**config.mk**
```make
export PLATFORM = sky130hd
export DESIGN_NAME = instr_encoder
export DESIGN_NICKNAME = d
export VERILOG_FILES = /design/src/rtl/instr_encoder.sv
export SDC_FILE = /design/constraint.sdc
export NUM_CORES = 1
export LEC_CHECK = 0
export ABC_AREA = 1
export CAP_MARGIN = 5
export CORE_MARGIN = 4
export CORE_UTILIZATION = 37
export CTS_CLUSTER_DIAMETER = 150
export DETAILED_ROUTE_END_ITERATION = 8
export GPL_ROUTABILITY_DRIVEN = 1
export PLACE_DENSITY = 0.77
export RECOVER_POWER = 100
export SLEW_MARGIN = 15
export SYNTH_ARGS = -nofsm -noshare
export SYNTH_HDL_FRONTEND = slang
export SYNTH_SLANG_ARGS = --single-unit
```
**constraint.sdc**
```tcl
create_clock -name clk_i -period 1.35 [get_ports clk_i]
set_input_delay 0.3375 -clock clk_i [delete_from_list [all_inputs] [get_ports clk_i]]
set_output_delay 0.3375 -clock clk_i [all_outputs]
set_load 0.05 [all_outputs]
```
**src/rtl/instr_encoder.sv**
```systemverilog
// Instruction encoder and program loader: packs symbolic MIPS instruction requests
// into 32-bit words and writes them to consecutive instruction-memory word addresses.
module instr_encoder #(
    parameter int ADDR_W = 8
) (
    input  logic              clk_i,
    input  logic              rst_i,
    input  logic              req_valid_i,
    output logic              req_ready_o,
    input  logic [2:0]        op_sel_i,
    input  logic [4:0]        rs_i,
    input  logic [4:0]        rt_i,
    input  logic [4:0]        rd_i,
    input  logic [4:0]        shamt_i,
    input  logic [5:0]        funct_i,
    input  logic [15:0]       imm_i,
    input  logic [25:0]       target_i,
    input  logic              last_i,
    input  logic              clear_i,
    output logic              mem_we_o,
    output logic [ADDR_W-1:0] mem_addr_o,
    output logic [31:0]       mem_data_o,
    input  logic              mem_ack_i,
    output logic              done_o,
    output logic              err_o,
    output logic [ADDR_W:0]   count_o,
    output logic [1:0]        state_o
);

    // Handshakes: a request transfers on a rising edge where req_valid_i and
    // req_ready_o are both high; a memory write completes on a rising edge where
    // mem_we_o and mem_ack_i are both high. Neither side may drop its request early.

    typedef enum logic [1:0] {
        ACCEPT = 2'd0,
        WRITE  = 2'd1,
        DONE   = 2'd2
    } state_t;

    localparam logic [5:0] OPC_RTYPE = 6'b000000;
    localparam logic [5:0] OPC_ADDI  = 6'b001000;
    localparam logic [5:0] OPC_ORI   = 6'b001101;
    localparam logic [5:0] OPC_BEQ   = 6'b000100;
    localparam logic [5:0] OPC_LW    = 6'b100011;
    localparam logic [5:0] OPC_SW    = 6'b101011;
    localparam logic [5:0] OPC_J     = 6'b000010;

    localparam logic [ADDR_W-1:0] ADDR_MAX  = '1;
    localparam logic [ADDR_W-1:0] ADDR_ONE  = ADDR_W'(1);
    localparam logic [ADDR_W:0]   COUNT_ONE = (ADDR_W+1)'(1);

    state_t            state;
    logic              ready_q;
    logic              we_q;
    logic              done_q;
    logic              err_q;
    logic              last_q;
    logic [ADDR_W-1:0] addr_q;
    logic [ADDR_W:0]   count_q;
    logic [31:0]       data_q;

    logic              op_valid;
    logic [31:0]       enc_word;

    always_comb begin
        op_valid = 1'b1;
        enc_word = '0;
        case (op_sel_i)
            3'd0:    enc_word = {OPC_RTYPE, rs_i, rt_i, rd_i, shamt_i, funct_i};
            3'd1:    enc_word = {OPC_ADDI, rs_i, rt_i, imm_i};
            3'd2:    enc_word = {OPC_ORI, rs_i, rt_i, imm_i};
            3'd3:    enc_word = {OPC_BEQ, rs_i, rt_i, imm_i};
            3'd4:    enc_word = {OPC_LW, rs_i, rt_i, imm_i};
            3'd5:    enc_word = {OPC_SW, rs_i, rt_i, imm_i};
            3'd6:    enc_word = {OPC_J, target_i};
            default: op_valid = 1'b0;
        endcase
    end

    always_ff @(posedge clk_i) begin
        if (rst_i) begin
            state   <= ACCEPT;
            ready_q <= 1'b1;
            we_q    <= 1'b0;
            done_q  <= 1'b0;
            err_q   <= 1'b0;
            last_q  <= 1'b0;
            addr_q  <= '0;
            count_q <= '0;
            data_q  <= '0;
        end else begin
            case (state)
                ACCEPT: begin
                    if (req_valid_i) begin
                        if (op_valid) begin
                            data_q  <= enc_word;
                            last_q  <= last_i;
                            ready_q <= 1'b0;
                            we_q    <= 1'b1;
                            state   <= WRITE;
                        end else begin
                            // Invalid op is swallowed: flag it, write nothing.
                            err_q <= 1'b1;
                            if (last_i) begin
                                ready_q <= 1'b0;
                                done_q  <= 1'b1;
                                state   <= DONE;
                            end
                        end
                    end
                end

                WRITE: begin
                    if (mem_ack_i) begin
                        we_q    <= 1'b0;
                        count_q <= count_q + COUNT_ONE;
                        // Address saturates at the top word; the load ends there instead.
                        if (addr_q != ADDR_MAX) begin
                            addr_q <= addr_q + ADDR_ONE;
                        end
                        if (last_q || addr_q == ADDR_MAX) begin
                            done_q <= 1'b1;
                            state  <= DONE;
                            if (!last_q) begin
                                err_q <= 1'b1;
                            end
                        end else begin
                            ready_q <= 1'b1;
                            state   <= ACCEPT;
                        end
                    end
                end

                DONE: begin
                    if (clear_i) begin
                        ready_q <= 1'b1;
                        done_q  <= 1'b0;
                        err_q   <= 1'b0;
                        addr_q  <= '0;
                        count_q <= '0;
                        state   <= ACCEPT;
                    end
                end

                default: begin
                    ready_q <= 1'b1;
                    we_q    <= 1'b0;
                    done_q  <= 1'b0;
                    state   <= ACCEPT;
                end
            endcase
        end
    end

    assign req_ready_o = ready_q;
    assign mem_we_o    = we_q;
    assign mem_addr_o  = addr_q;
    assign mem_data_o  = data_q;
    assign done_o      = done_q;
    assign err_o       = err_q;
    assign count_o     = count_q;
    assign state_o     = state;

    a_write_held: assert property (@(posedge clk_i) disable iff (rst_i)
        (mem_we_o && !mem_ack_i) |=> (mem_we_o && $stable(mem_data_o) && $stable(mem_addr_o)));

    a_ready_we_exclusive: assert property (@(posedge clk_i) disable iff (rst_i)
        !(mem_we_o && req_ready_o));

    a_count_bound: assert property (@(posedge clk_i) disable iff (rst_i)
        count_o <= (ADDR_W+1)'(2**ADDR_W));

endmodule

```
# Word-level counts from Yosys, hierarchy flattened
# Cells that the tools add are included.
[word_totals] in_bits=77 reg_bits=56 word_cells=87
[op_classes] add_sub_neg=2 n_bitwise=1 reduce_logical=14 n_mux=40 n_eq_ne=21
[op_table] op="$pmux 32 s7" count=1
[op_table] op="$mux 8" count=3
[op_table] op="$mux 1" count=21
[op_table] op="$ne 2x2->1 const B" count=10
[op_table] op="$mux 9" count=2
[op_table] op="$pmux 9 s2" count=1
[op_table] op="$pmux 8 s2" count=1
[op_table] op="$mux 2" count=6
[op_table] op="$pmux 1 s3" count=4
[op_table] op="$reduce_and 4->1" count=3
[op_table] op="$add 9x1->9 const B" count=1
[op_table] op="$eq 3x3->1 const B" count=3
[op_table] op="$add 8x1->8 const B" count=1
[op_table] op="$eq 8x8->1 const B" count=1
[op_table] op="$ne 8x8->1 const B" count=1
[op_table] op="$reduce_and 7->1" count=1
[op_table] op="$reduce_or 7->1" count=1
[op_table] op="$eq 3x2->1 const B" count=2
[op_table] op="$pmux 2 s3" count=1
[op_table] op="$reduce_and 3->1" count=2
[op_table] op="$reduce_and 6->1" count=1
[op_table] op="$reduce_and 5->1" count=1
[op_table] op="$eq 3x1->1 const B" count=1
[op_table] op="$logic_not 3->1" count=1
[op_table] op="other kinds (8)" count=8

# Depth between registers and ports, before layout
# Gate-level depths: netlist of the first run.
[depth] ltp_word=6 mapped_depth=9 ltp_nobuf=9

# Worst setup path after synthesis of the first run
# No wires, ideal clock.
[synth_path] path_type="reg-to-reg" startpoint="register addr_q[0] (netlist: mem_addr_o[0])" endpoint="register addr_q[4] (netlist: mem_addr_o[4])" stages_incl_launch_ff=9 slack_ps=-435 t_arrival_ps=1656 setup_time_ps=129 path_cell_list="dfxtp_1 > ha_1 > nand2_1 > nor2_1 > nand3_1 > nand2_4 > nor2_1 > a21oi_1 > nor2_1"
[synth_via] elab_chain_cells=4 word_cells_on_any_way=7 classes_between="add/sub (1); eq/ne (2); mux (3); reduce/logical (1)"
[synth_lines] element="start, declared" line_no="58" rtl="logic [ADDR_W-1:0] addr_q;"
[synth_lines] element="start signal, assigned" line_no="119" rtl="addr_q <= addr_q + ADDR_ONE;"
[synth_lines] element="$add 8x1->8" line_no="119"
[synth_lines] element="$mux 8" line_no="118" rtl="if (addr_q != ADDR_MAX) begin"
[synth_lines] element="$mux 8" line_no="114" rtl="if (mem_ack_i) begin"
[synth_lines] element="$pmux 8 s2" line_no="92" rtl="case (state)"
# Parallel ways exist; a longest one is shown, timed or not. The select of a mux whose other input is x is not followed.
# A chain may end at the register's enable or synchronous reset.

# Worst setup path in the final report of the first run
[layout_path] startpoint="register state[0] (netlist: state_o[0])" endpoint="output state_o[0]"
[layout_rtl] element="start, declared" line_no="52" rtl="state_t state;"
[layout_rtl] element="start signal, assigned" line_no="82" rtl="state <= ACCEPT;"
[layout_rtl] element="start signal, assigned" line_no="100" rtl="state <= WRITE;"
[layout_rtl] element="start signal, assigned" line_no="107" rtl="state <= DONE;"
[layout_rtl] element="end, declared" line_no="27" rtl="output logic [1:0] state_o"
# No word-level cell between the ends.

==> summary.txt, run 1 <==
Synth Net Count: 482
Routed Antenna Nets: 0
Inst Count DP: 644
R2R depth: 6
Clock Skews: 0.00508 ns
Largest family of logic cells by synthesized area: simple AND/OR/NAND/NOR gates
Hold depth: 3
First-pass GRT wire length: 15500 um
Final core utilization: 72.0%
Tot Pwr: 5200 uW
Synth warn: 0
CTS tree: done
Comb pwr share: 43.1%
Row cnt: 31
Vias per inst: 5.09
Tcrit/Tclk final: 97.4%
Synth Instances: 403
Via count: 3346
Synth Area in Compound Gates: 18.9%
Total Die Area: 9110 sq um
Share of the synthesized area in the top cell type: 38.9%
HP Class: in2reg
Power per cell area: 985 nW/um^2
Share of flip-flops with an asynchronous set or reset: 0%
Skew-Pair Late Insertion Delay: 0.30 ns
Max Freq: 0.760 GHz
Mux cell area share after synthesis: 0%
Adder-Cell Fraction of Synth Area: 0.884%
Vias in the first global route: 3404
Maximum number of pins on one net before global-route repair: 27
# IOs: 132
Yosys top cell by area: dfxtp_1
RSZ-0062 raised after global routing: yes
Flops & latches, synth: 55
Setup crit end kind: primary output
Post-synthesis xor/xnor area fraction: 0.309%
RD Place Congestion: 0.863
Final hold vios: 0
Simple-Gate Fraction of Synth Area: 31.3%
H-tree lvl count: 2
Worst min-delay path startpoint: mem_ack_i
Hold WS: 0.409 ns
Internal: 3330 uW
Initial antenna violation count: 1
Clock tree sinks: 55
Clock power share: 19.3%
Drt total wl: 9610 um
Cts bufs inserted: 5
Post-DP HPWL: 7550 um
Gr usage total: 21.6%
Endpoints failing setup: 0
Post-route insts no fill: 658
Post-synth EDFFs: 0
Critical path startpoint: state_o[0]
IO buf count: 130
Library cells used by synthesis: 32
Final Critical Period: 1.31 ns
Worst VDD drop: 0.583 mV
Final setup margin: 0.0350 ns
Layout cell share with drive strength beyond 1: 26.7%
Register share of total power: 37.6%
Most used DFF post-synth: dfxtp_1
Outcome: complete, no violations
Hold buffers post-CTS: 0
Commonest cells after routing, fill and taps aside: clkdlybuf4s50_1 (71), nand3_1 (60), nand2_1 (59), buf_12 (59), dfxtp_1 (43)
Clock Tree Buf Depth: 2
DRC: 0
Place WS: -0.467 ns
Final nets: 636
Area delta synth->final: 86.4%
Leakage power: 0.00227 uW
Largest cells by area after synthesis: dfxtp_1 (39%), nand3_1 (11%), nand2_1 (8.2%)
Psw: 1870 uW
CP arrival: 0.98 ns
CTS root buffer: clkbuf_8
FF-to-FF Start: state_o[1]
Critical-path maximum fanout: 6
Routed wire length per instance: 14.6 um
Chip Height: 95.5 um
Die width: 95.5 um
Number of DRC markers in iteration 0: 91
Max cap viols: 0
TritonRoute pass-1 iters: 4
Starting Density: 38.6%
Switching Share: 35.9%
Register area share after synthesis: 38.9%
Core ar.: 7330 sq um
CP required: 1.01 ns
Synthesized area per cell: 7.02 sq um
Final max-slew violation count: 0
Overflow left after global routing: 0
WS Path Type: reg2out
Synthesized area: 2830 sq um
Crit path launch type: flop
Worst-path clk slew: 0.10 ns
Most common cell after layout, fill and taps aside: clkdlybuf4s50_1
power by group through the flow:
stage | Sequential (uW) | Clock, uW | Combinational [uW]
floorplan | 2430 | 0 | 541
detailed placement | 1990 | 0 | 2160
global route | 1970 | 1110 | 2390
global placement | 1980 | 0 | 2130
CTS | 1960 | 1030 | 2170
finish | 1950 | 1000 | 2240
worst paths after layout:
path / end / slack [ns]
worst max-delay path: state_o[0] / 0.04
worst min-delay path: count_o[1] / 0.41
worst max register to register: mem_data_o[16] / 0.08
worst min register to register: err_o / 0.49
cells by family (layout without fill, tap and decap cells):
group / after synthesis / in the layout
xor gates and xnor gates: 1 / 1
DFF: 55 / 55
and+or+nand+nor: 190 / 192
other: 1 / 2
adders and majority gates: 2 / 2
AOI/OAI and AO/OA: 91 / 91
buffers and inverters: 63 / 216
state kept, by name, indices dropped and copies added, names as in the netlist:
name and cells:
req_ready_o 1, mem_addr_o 8, mem_data_o 31, err_o 1, done_o 1, state_o 2
mem_we_o 1, last_q 1, count_o 9
final cells by class:
cell class	count	area (sq um)
Inverter	43	166
Tap cell	99	124
Antenna cell	1	2.50
Multi-Input combinational cell	287	1570
Clock buffer	7	96.3
Timing Repair Buffer	165	2180
Clock inverter	1	7.51
Sequential cell	55	1130
Fill cell	524	2050
per-layer routing:
layer  up-vias  part of all wire, %  wire length [um]  GRT usage [%]
met5         -                    0                 0              0
li1       1669                    -                 -              -
met2       121                   50              4820           37.7
met3        22                  9.3               893           8.68
met4         0                  2.5               240           7.11
met1      1534                   38              3660           23.8
Yosys cell counts (all sizes together), types with 8 or more instances:
master   n
a21oi   37
nand3   64
nand4    8
buf     12
dfxtp   55
inv     42
a211oi   8
nor2    48
o211a   10
clkbuf   8
nand2   66
o21ai   35
repair_timing:
| action | 4_1_cts | 5_1_grt |
|---|---|---|
| buffers inserted | 0 | 3 |
| setup endpoints to repair | 33 | 23 |
| cloned | 0 | 2 |
| resized for setup | 10 | 24 |
| pin swaps | 0 | 8 |
critical path, stage by stage (launching register included):
cell,delay (ns)
dfxtp_4,0.39
buf_4,0.15
buf_12,0.14
metrics by stage:
| stage | cell area [sq um] | TNS (ns) |
|---|---|---|
| finish | 5280 | 0 |
| global route | 5280 | -0.0930 |
| CTS | 5160 | 0 |
| floorplan | 2880 | -0.0232 |
| detailed placement | 5040 | -18.84 |
| global placement | 5040 | -15.74 |
Note: power is estimated with default switching activity, not from simulation.
==> run 2: changes to the inputs <==
--- a/config.mk
+++ b/config.mk
@@ -6,12 +6,12 @@
 export NUM_CORES = 1
 export LEC_CHECK = 0
 export ABC_AREA = 1
-export CAP_MARGIN = 5
 export CORE_MARGIN = 4
 export CORE_UTILIZATION = 37
 export CTS_CLUSTER_DIAMETER = 150
 export DETAILED_ROUTE_END_ITERATION = 8
 export GPL_ROUTABILITY_DRIVEN = 1
+export GPL_TIMING_DRIVEN = 0
 export PLACE_DENSITY = 0.77
 export RECOVER_POWER = 100
 export SLEW_MARGIN = 15
==> run 2 against run 1 <==
Effect of this change: the run now ends with negative setup slack left; sequential power is 4% lower; die area stayed put; combinational power is 23% lower; via count is 0.99% lower; cell area is 17% lower; clock power is 10% higher; setup slack worse by 0.052 ns; global-route usage is 0.74 points lower; sequential cell count stayed put; power is 9.3% lower; clock skew is 0.0047 ns higher; largest cell class is now multi-input gates; largest power group is now registers.
==> summary.txt, run 2 (same netlist as run 1, synthesis figures left out) <==
Slowest stage delay, CP: 0.44 ns (was 0.39 ns)
First-pass GRT wire length: 15100 um (was 15500 um)
Hold WS: 0.395 ns (was 0.409 ns)
CP required: 1.01 ns (about the same)
IO buf count: 130 (unchanged)
Max cap viols: 0 (unchanged)
Final nets: 632 (was 636)
RD Place Congestion: 0.813 (was 0.863)
H-tree lvl count: 2 (unchanged)
Slowest cell on crit path: dfxtp_4 (unchanged)
Register share of total power: 39.9% (was 37.6%)
Critical-path maximum fanout: 6 (unchanged)
Total Die Area: 9110 sq um (unchanged)
Tcrit/Tclk final: 101% (was 97.4%)
CP arrival: 1.03 ns (was 0.98 ns)
Critical path cell sequence: buf_2 (was buf_4 -> buf_12)
Area delta synth->final: 55.4% (was 86.4%)
Vias in the first global route: 3250 (was 3404)
Drt total wl: 9400 um (was 9610 um)
Global route hottest layer: met2 (unchanged)
CTS tree: done (unchanged)
Setup crit end kind: primary output (unchanged)
Worst-path clk slew: 0.10 ns (about the same)
Comb pwr share: 36.8% (was 43.1%)
Skew-Pair Late Insertion Delay: 0.31 ns (was 0.30 ns)
Final hold vios: 0 (unchanged)
Met2 usage: 37.3% (was 37.7%)
Final setup margin: -0.0174 ns (was 0.0350 ns)
Crit path launch type: flop (unchanged)
Met3 usage: 6.55% (was 8.68%)
Die width: 95.5 um (unchanged)
HP Class: in2reg (unchanged)
Via count: 3313 (was 3346)
WS Path Type: reg2out (unchanged)
Clock tree sinks: 55 (unchanged)
Switching Share: 37.7% (was 35.9%)
Critical path's top delay family: flip-flops (unchanged)
Number of DRC markers in iteration 0: 113 (was 91)
Layout cell share with drive strength beyond 1: 26.2% (was 26.7%)
Routed Antenna Nets: 0 (unchanged)
Most common cell after layout, fill and taps aside: clkdlybuf4s50_1 (unchanged)
Final core utilization: 60.0% (was 72.0%)
# IOs: 132 (unchanged)
TritonRoute pass-1 iters: 4 (unchanged)
Maximum number of pins on one net before global-route repair: 18 (was 27)
Worst VDD drop: 0.534 mV (was 0.583 mV)
Chip Height: 95.5 um (unchanged)
Final max-slew violation count: 0 (unchanged)
Routed wire length per instance: 14.4 um (was 14.6 um)
Outcome: finished with violations (was complete, no violations)
Vias per inst: 5.07 (was 5.09)
Starting Density: 38.6% (unchanged)
Buf+Inv Stages, Crit Path: 1 (was 2)
Commonest cells after routing, fill and taps aside: clkdlybuf4s50_1 (70), nand2_1 (59), nand3_1 (59) (was clkdlybuf4s50_1 (71), nand3_1 (60), nand2_1 (59), buf_12 (59), dfxtp_1 (43))
Final Critical Period: 1.37 ns (was 1.31 ns)
Clock Tree Buf Depth: 2 (unchanged)
Max reg flops: 31 (unchanged)
Failing checks: negative setup slack
Overflow left after global routing: 0 (unchanged)
Hold buffers post-CTS: 0 (unchanged)
DRC: 0 (unchanged)
Endpoints failing setup: 1 (was 0)
Core ar.: 7330 sq um (unchanged)
Cts bufs inserted: 5 (unchanged)
Clock power share: 23.3% (was 19.3%)
Post-Route Setup TNS: -0.0174 ns (was 0 ns)
RSZ-0062 raised after global routing: yes (unchanged)
Initial antenna violation count: 0 (was 1)
Internal: 2940 uW (was 3330 uW)
Leakage power: 0.00206 uW (was 0.00227 uW)
Met1 Track Usage GR: 23.3% (was 23.8%)
Psw: 1780 uW (was 1870 uW)
Post-DP HPWL: 7390 um (was 7550 um)
Clock Skews: 0.00976 ns (was 0.00508 ns)
# diodes: 0 (was 1)
Row cnt: 31 (unchanged)
Max Freq: 0.731 GHz (was 0.760 GHz)
CTS root buffer: clkbuf_8 (unchanged)
Power per cell area: 1070 nW/um^2 (was 985 nW/um^2)
Gr usage total: 20.8% (was 21.6%)
-- run 2: path summary, 6_finish.rpt --
check	startpoint	to	slack, ns	cells after the start
worst max-delay path	state_o[0]	state_o[0]	-0.02	1
worst min-delay path	mem_ack_i	count_o[1]	0.39	3
worst max register to register	state_o[0]	count_o[8]	0.05	9
worst min register to register	err_o	err_o	0.45	2
-- run 2: final cells by class --
cell class,count,area [sq um]
Clock buffer,6,72.6
Tap cell,99,124
Sequential cell,55,1130
Fill cell,678,2930
Timing Repair Buffer,142,1150
Inverter,43,168
Multi-Input combinational cell,286,1570
Clock inverter,2,37.5
Buffer,20,135
-- run 2: power groups by stage --
stage                     Clock [uW]  Sequential [uW]  Combinational, uW
final                           1100             1880               1730
after global routing            1170             1900               1870
after CTS                       1130             1880               1670
after detailed placement           0             1920               1750
after global placement             0             1910               1730
after floorplan                    0             2430                541
-- run 2: layer usage --
layer | vias up | part of all wire [%]
met5 | - | 0
li1 | 1669 | -
met1 | 1496 | 40
met2 | 124 | 48
met3 | 24 | 9.1
met4 | 0 | 2.9
-- run 2: stage by stage --
| step | instance area [sq um] | worst slack [ns] | power [uW] | std cells |
|---|---|---|---|---|
| after CTS | 4250 | -0.0167 | 4680 | 646 |
| final | 4400 | -0.0174 | 4720 | 653 |
| after floorplan | 2880 | -0.0143 | 2970 | 403 |
| after global routing | 4400 | -0.0660 | 4930 | 653 |
| after detailed placement | 4310 | -0.677 | 3670 | 632 |
| after global placement | 4310 | -0.625 | 3640 | 632 |
-- run 2: timing repair --
action	in CTS	in global routing
pin swaps	5	7
setup buffers	5	7
endpoints found under the hold margin	0	0
setup endpoints to repair	102	54
gates cloned	1	0
resized for setup	297	33
